### src/rtl/mips_pkg.sv
// Shared definitions for the MIPS pipeline latches: default payload width,
// control-bit positions inside the ID/EX control field, and the payload
// width carried across each stage boundary.
package mips_pkg;

  localparam int DEFAULT_DATA_WIDTH = 32;

  // Bit positions of the decoded control signals in the control field.
  localparam int REG_WRITE  = 0;
  localparam int MEM_TO_REG = 1;
  localparam int MEM_WRITE  = 2;
  localparam int MEM_READ   = 3;
  localparam int BRANCH     = 4;
  localparam int ALU_SRC    = 5;
  localparam int REG_DST    = 6;
  localparam int JUMP_OR_B  = 7;

  // Payload widths of the four inter-stage boundaries.
  localparam int IF_ID_WIDTH  = 32;
  localparam int ID_EX_WIDTH  = 124;
  localparam int EX_MEM_WIDTH = 77;
  localparam int MEM_WB_WIDTH = 71;

endpackage

### src/rtl/pipe_slot.sv
// One register slot of the elastic chain: a valid bit plus a data word.
// Ports: clk/rst (sync, active-high), i_load writes i_data and sets valid,
//        i_clear drops valid (load wins), o_valid/o_data are the registers.
module pipe_slot
  import mips_pkg::*;
#(
  parameter int DATA_WIDTH = DEFAULT_DATA_WIDTH
) (
  input  logic                  clk,
  input  logic                  rst,
  input  logic                  i_load,
  input  logic                  i_clear,
  input  logic [DATA_WIDTH-1:0] i_data,
  output logic                  o_valid,
  output logic [DATA_WIDTH-1:0] o_data
);

  logic                  valid_d, valid_q;
  logic [DATA_WIDTH-1:0] data_d, data_q;

  always_comb begin
    valid_d = valid_q;
    data_d  = data_q;
    // A slot that hands its word forward and takes a new one in the same
    // cycle must stay valid, so load takes priority over clear.
    if (i_load) begin
      valid_d = 1'b1;
      data_d  = i_data;
    end else if (i_clear) begin
      valid_d = 1'b0;
    end
  end

  always_ff @(posedge clk) begin
    if (rst) begin
      valid_q <= 1'b0;
      data_q  <= '0;
    end else begin
      valid_q <= valid_d;
      data_q  <= data_d;
    end
  end

  assign o_valid = valid_q;
  assign o_data  = data_q;

endmodule

### src/rtl/pipe_stage_chain.sv
// Elastic in-order register chain with valid/ready handshake, global stall,
// flush and bubble collapsing. Slot 0 is the tail, slot STAGES-1 the head.
// Ports: upstream i_valid/o_ready/i_data, downstream o_valid/i_ready/o_data,
//        i_stall, i_flush, o_occupancy, o_stall_cycles, o_bubble_cycles.
// Macro PIPE_STAGE_PERF_EN builds the saturating perf counters; otherwise
// both counter outputs are constant zero.
module pipe_stage_chain
  import mips_pkg::*;
#(
  parameter int DATA_WIDTH = DEFAULT_DATA_WIDTH,
  parameter int STAGES     = 1,
  parameter int CNT_WIDTH  = 32
) (
  input  logic                         clk,
  input  logic                         rst,
  input  logic                         i_valid,
  output logic                         o_ready,
  input  logic [DATA_WIDTH-1:0]        i_data,
  output logic                         o_valid,
  input  logic                         i_ready,
  output logic [DATA_WIDTH-1:0]        o_data,
  input  logic                         i_stall,
  input  logic                         i_flush,
  output logic [$clog2(STAGES+1)-1:0]  o_occupancy,
  output logic [CNT_WIDTH-1:0]         o_stall_cycles,
  output logic [CNT_WIDTH-1:0]         o_bubble_cycles
);

  localparam int OCC_W = $clog2(STAGES + 1);

  logic [STAGES-1:0]     valid;
  logic [STAGES-1:0]     move;
  logic [STAGES-1:0]     free;
  logic [STAGES-1:0]     load;
  logic [STAGES-1:0]     clear;
  logic [DATA_WIDTH-1:0] data    [STAGES];
  logic [DATA_WIDTH-1:0] slot_in [STAGES];
  logic                  xfer_en;
  logic [OCC_W-1:0]      occ;

  always_comb begin
    xfer_en = !i_stall && !i_flush;
    move    = '0;
    free    = '0;
    // Freedom ripples from head to tail; gating every move with xfer_en
    // also stops bubble collapsing while stalled or flushing.
    move[STAGES-1] = valid[STAGES-1] && i_ready && xfer_en;
    free[STAGES-1] = !valid[STAGES-1] || move[STAGES-1];
    for (int k = STAGES - 2; k >= 0; k--) begin
      move[k] = valid[k] && free[k+1] && xfer_en;
      free[k] = !valid[k] || move[k];
    end

    o_ready    = xfer_en && free[0];
    load       = '0;
    load[0]    = i_valid && o_ready;
    slot_in[0] = i_data;
    for (int k = 1; k < STAGES; k++) begin
      load[k]    = move[k-1];
      slot_in[k] = data[k-1];
    end
    clear = move | {STAGES{i_flush}};
  end

  for (genvar g = 0; g < STAGES; g++) begin : g_slot
    pipe_slot #(.DATA_WIDTH(DATA_WIDTH)) u_slot (
      .clk     (clk),
      .rst     (rst),
      .i_load  (load[g]),
      .i_clear (clear[g]),
      .i_data  (slot_in[g]),
      .o_valid (valid[g]),
      .o_data  (data[g])
    );
  end

  always_comb begin
    occ = '0;
    for (int k = 0; k < STAGES; k++) begin
      occ = occ + OCC_W'(valid[k]);
    end
  end

  assign o_occupancy = occ;
  assign o_valid     = valid[STAGES-1] && !i_stall;
  assign o_data      = data[STAGES-1];

`ifdef PIPE_STAGE_PERF_EN
  logic [CNT_WIDTH-1:0] stall_cnt_d, stall_cnt_q;
  logic [CNT_WIDTH-1:0] bubble_cnt_d, bubble_cnt_q;

  always_comb begin
    stall_cnt_d  = stall_cnt_q;
    bubble_cnt_d = bubble_cnt_q;
    if ((i_stall || (valid[STAGES-1] && !i_ready)) && (stall_cnt_q != '1)) begin
      stall_cnt_d = stall_cnt_q + CNT_WIDTH'(1);
    end
    if (i_ready && !o_valid && !i_stall && (bubble_cnt_q != '1)) begin
      bubble_cnt_d = bubble_cnt_q + CNT_WIDTH'(1);
    end
  end

  always_ff @(posedge clk) begin
    if (rst) begin
      stall_cnt_q  <= '0;
      bubble_cnt_q <= '0;
    end else begin
      stall_cnt_q  <= stall_cnt_d;
      bubble_cnt_q <= bubble_cnt_d;
    end
  end

  assign o_stall_cycles  = stall_cnt_q;
  assign o_bubble_cycles = bubble_cnt_q;
`else
  assign o_stall_cycles  = '0;
  assign o_bubble_cycles = '0;
`endif

endmodule

### config.mk
export PLATFORM = sky130hd
export DESIGN_NAME = pipe_stage_chain
export DESIGN_NICKNAME = d
export VERILOG_FILES = /design/src/rtl/mips_pkg.sv /design/src/rtl/pipe_slot.sv /design/src/rtl/pipe_stage_chain.sv
export SDC_FILE = /design/constraint.sdc
export NUM_CORES = 1
export LEC_CHECK = 0
export ABC_AREA = 1
export CORE_MARGIN = 4
export CORE_UTILIZATION = 30
export DETAILED_ROUTE_END_ITERATION = 10
export PLACE_DENSITY = 0.75
export SLEW_MARGIN = 5
export SYNTH_ARGS = -nofsm -noshare
export SYNTH_HDL_FRONTEND = slang
export SYNTH_SLANG_ARGS = --single-unit
### constraint.sdc
create_clock -name clk -period 1.3 [get_ports clk]
set_clock_uncertainty 0.1 [all_clocks]
set_input_delay 0.195 -clock clk [delete_from_list [all_inputs] [get_ports clk]]
set_output_delay 0.195 -clock clk [all_outputs]
set_load 0.005 [all_outputs]
# Word-level counts from Yosys, hierarchy flattened

Index checks and enable logic that the tools add are counted.

Bits in registers: 33
Bits of input ports: 38
Output and inout bits: 99
Logic and storage cells: 16

Multiplexer cells: 2
Bitwise operators: 1
Reductions and logical operators: 11

Operator list:

| operator          | number |
|---|---|
| $logic_and 1x1->1 | 6 |
| $logic_not 1->1   | 3 |
| $mux 1            | 2 |
| $reduce_bool 2->1 | 1 |
| $logic_or 1x1->1  | 1 |
| $or 1x1->1        | 1 |

# Depth between registers and ports, before layout

Depth in word-level cells: 7
Gate-level depth with buffers: 8

# Hierarchy

From an unflattened synthesis, not the netlist that was laid out.

Cell total of the unflattened synthesis: 220
Area total of the unflattened synthesis: 1,684.1 um^2

By module, submodules not included:

| module           | instances | cells an instance | area an instance (um^2) | seq. area each (um^2) |
|---|---|---|---|---|
| pipe_slot        | 1         | 143               | 1,152.4                 | 660.6 |
| pipe_stage_chain | 1         | 77                | 531.8                   | 0.0 |

# Worst setup path after synthesis

OpenSTA, ideal clock, no wires.

Kind: register to register
From: reg g_slot[0].u_slot.valid_q
To: reg g_slot[0].u_slot.data_q[0]
Arrival: 0.960 ns
Required time: 1.087 ns
Path slack: 0.128 ns
Cell stages (with the launch flop): 8
Path buffers: 2
Clock period less this slack: 1.172 ns
Cell sequence: dfxtp_1 inv_1 o21ai_2 nor2_2 buf_6 buf_6 nor2_1 nor2_1

Cells in the longest elaborated chain, start to end: 5
Elaborated cells on any way between the ends: 6

RTL lines:

| what                           | line                   | text |
|---|---|---|
| start: declaration             | pipe_slot.sv:18        | `logic valid_d, valid_q;` |
| start signal: assignment       | pipe_slot.sv:39        | `valid_q <= valid_d;` |
| $logic_and 1x1->1 (2 in a row) | pipe_stage_chain.sv:47 | `move[STAGES-1] = valid[STAGES-1] && i_ready && xfer_en;` |
| $logic_or 1x1->1 (*)           | pipe_stage_chain.sv:48 | `free[STAGES-1] = !valid[STAGES-1] \|\| move[STAGES-1];` |
| $logic_and 1x1->1 (*)          | pipe_stage_chain.sv:54 | `o_ready = xfer_en && free[0];` |
| $logic_and 1x1->1 (*)          | pipe_stage_chain.sv:56 | `load[0] = i_valid && o_ready;` |
| end signal: assignment         | pipe_slot.sv:40        | `data_q <= data_d;` |
| end: declaration               | pipe_slot.sv:19        | `logic [DATA_WIDTH-1:0] data_d, data_q;` |

Mark *: on every way between the ends. The rest lies on a longest branch, timed or not.
A chain may end at the register's enable or synchronous reset.

# Worst setup path in the final report

From: reg g_slot[0].u_slot.valid_q
To: reg g_slot[0].u_slot.data_q[13]

Same word-level chain as after synthesis.

==> impl_metrics.toml <==
[run_status]
status = "finished with violations"
violations = "setup timing"

[worst_setup_path]
regToRegSetupSlack_ns = -0.04
r2r-start = "g_slot[0].u_slot.o_valid"
cp-end-kind = "flop"
crit_type = "reg2reg"
path_cells = "inv_2, o21ai_2, buf_4, nor2_4, buf_6, clkbuf_16, nand2_2, nand2_1, nor2_1"
reg2reg_depth = 9
cp_max_fo = 7
required_ns = 1.37
crit_path_top_delay_cell = "dfxtp_2"
r2r-end = "g_slot[0].u_slot.o_data[13]"
slowest_delay_ns = 0.32
crit_buf_inv = 4
critical_path_arrival_ns = 1.42
cp.depth = 9
path_delay_family = "buffers and inverters"
setup.worst_path.start_class = "flop"

[detailed_routing]
num_vias = 1619
drt-initial-drc-count = 25
dr.pass1.iters = 4
drc = 0
routed_wl_um = 4280
routedWlPerCell_um = 9.80
ant_nets = 0
via_per_inst = 3.70

[floorplanning]
core-area_um2 = 6030
dieArea_um2 = 7630
pin_count = 137
rows = 28
die_h_um = 87.4
dieWidth_um = 87.4
start_util = 0.314

[clocking]
cts_inserted_buffers = 5
cts_hold_buf = 0
path_clk_slew_ns = 0.06
cts.sinks = 33
cts_max_path_buffers = 2
cts_root_buf = "clkbuf_8"
htreeDepth = 2
cts_tree = "yes"
clock_latency_ns = 0.28

[place]
gp_congestion = 0.708
post-place-ws_ns = -0.432
hpwl_um = 2900
portBuffers = 72

[finish]
num-nets-final = 401
final_cell_mix = "nor2_1 (64), conb_1 (64), nand2_1 (47), dlygate4sd2_1 (36)"
syn_to_final_growth_pct = 43.3
drive_gt1_frac = 0.138
fin_util = 0.449
antenna_cells = 0

[timing]
timing.final.crit_share = 1.03
finalSetupViolCount = 25
drv_slew = 0
hold_viol = 0
setup_ws_ns = -0.0432
clock.fmax_mhz = 745
tns_ns = -0.534
holdWs_ns = 0.295
rsz0062_at_grt = "true"
layout_min_cycle_time_ns = 1.34

[synthesis]
yosysWarnings = 0
yosys.area.top_type = "dfxtp_1"
syn_inst = 280
synth_cell_types = 14
synth_seq_cells = 33
avgSynthCellArea_um2 = 6.75
seq_area_frac_synth = 0.350
synth.area.top_cells = "dfxtp_1 (35%), buf_4 (25%), nand2_1 (13%), nor2_1 (13%), inv_1 (7.4%)"
synth_top_area_share = 0.350
synth_area_um2 = 1890

[job]
cap_violations = 0

[global_routing]
grtUsageTotal = 0.101
grt_max_degree = 33
grt_pass1_wl_um = 6200
first_global_vias = 1427
overflow = 0
antenna_found_initial = 0

[hold_path]
hold_path.class = "in2reg"
hold_path.startpoint = "i_flush"
hold_end = "g_slot[0].u_slot.o_valid"
min_delay_path_depth = 3

[power]
powerDensity_nw_per_um2 = 834
leakage_nw = 1.51
peakVddDrop_uv = 401
finalPower_w = 0.00226
[tightest hold or removal path: stages]
cell and delay, ns:
dlygate4sd2_1 0.24, nand3b_1 0.15, a21oi_2 0.06
[metal layers]
metal | vias up | track usage | wire (um)
met5 | - | 0 | 0
met4 | 0 | 0.0293 | 47
met3 | 6 | 0.0369 | 525
met2 | 82 | 0.183 | 2050
met1 | 697 | 0.110 | 1660
li1 | 834 | - | -
[power breakdown]
part           leakage (nW)  internal, W  switching [W]  total, W
clock network        0.0399     0.000351       0.000337  0.000689
logic                  1.20     0.000257       0.000225  0.000481
registers             0.271      0.00106      0.0000233   0.00109
[synth_stat cells]
cell type	n
o21ai_2	1
nand2_1	65
dfxtp_1	33
buf_1	2
inv_1	37
conb_1	1
nor2_2	2
nor2_1	65
buf_2	1
clkbuf_1	1
a21oi_1	1
buf_6	6
buf_4	64
nand3b_1	1
[through the flow]
step / instance area [um^2] / cells
2_1_floorplan: 2130 / 343
3_3_place_gp: 2460 / 421
3_5_place_dp: 2460 / 421
4_1_cts: 2600 / 435
5_1_grt: 2710 / 437
6_report: 2710 / 437
[cell families after synthesis]
family | count (synthesis) | share of synthesized area
flip-flops | 33 | 0.350
AO/OA/AOI/OAI | 2 | 0.00728
buffers and inverters | 111 | 0.372
AND/OR/NAND/NOR | 133 | 0.269
other | 1 | 0.00198
[worst max path at each step]
| stage | from | endpoint | slack [ns] |
|---|---|---|---|
| after global placement | i_flush | o_ready | -0.38 |
| after CTS | g_slot[0].u_slot.o_valid | g_slot[0].u_slot.o_data[21] | -0.1 |
| after global routing | g_slot[0].u_slot.o_valid | g_slot[0].u_slot.o_data[20] | -0.13 |
| final | g_slot[0].u_slot.o_valid | g_slot[0].u_slot.o_data[13] | -0.04 |
| after floorplan | g_slot[0].u_slot.o_valid | g_slot[0].u_slot.o_data[0] | 0.13 |
| after detailed placement | i_flush | o_ready | -0.43 |
[state kept, by name, summed over array words and instances, names as in the netlist]
name                   count
g_slot.u_slot.o_data      32
g_slot.u_slot.o_valid      1
[final cells by class]
class | instances | area [um^2]
sequential | 33 | 663
fill | 626 | 3320
tap | 75 | 93.8
inverter | 37 | 141
clock inverter | 1 | 5.00
clock buffer | 5 | 68.8
timing repair buffer | 87 | 902
multi-input combinational | 199 | 833
[repair_timing]
| item | 4_1_cts | 5_1_grt |
|---|---|---|
| cloned | 2 | 2 |
| endpoints found under the setup margin | 66 | 34 |
| pin swaps | 2 | 5 |
| gates resized for setup | 46 | 31 |
| setup buffers | 6 | 1 |
Note: power is estimated with default switching activity, not from simulation.
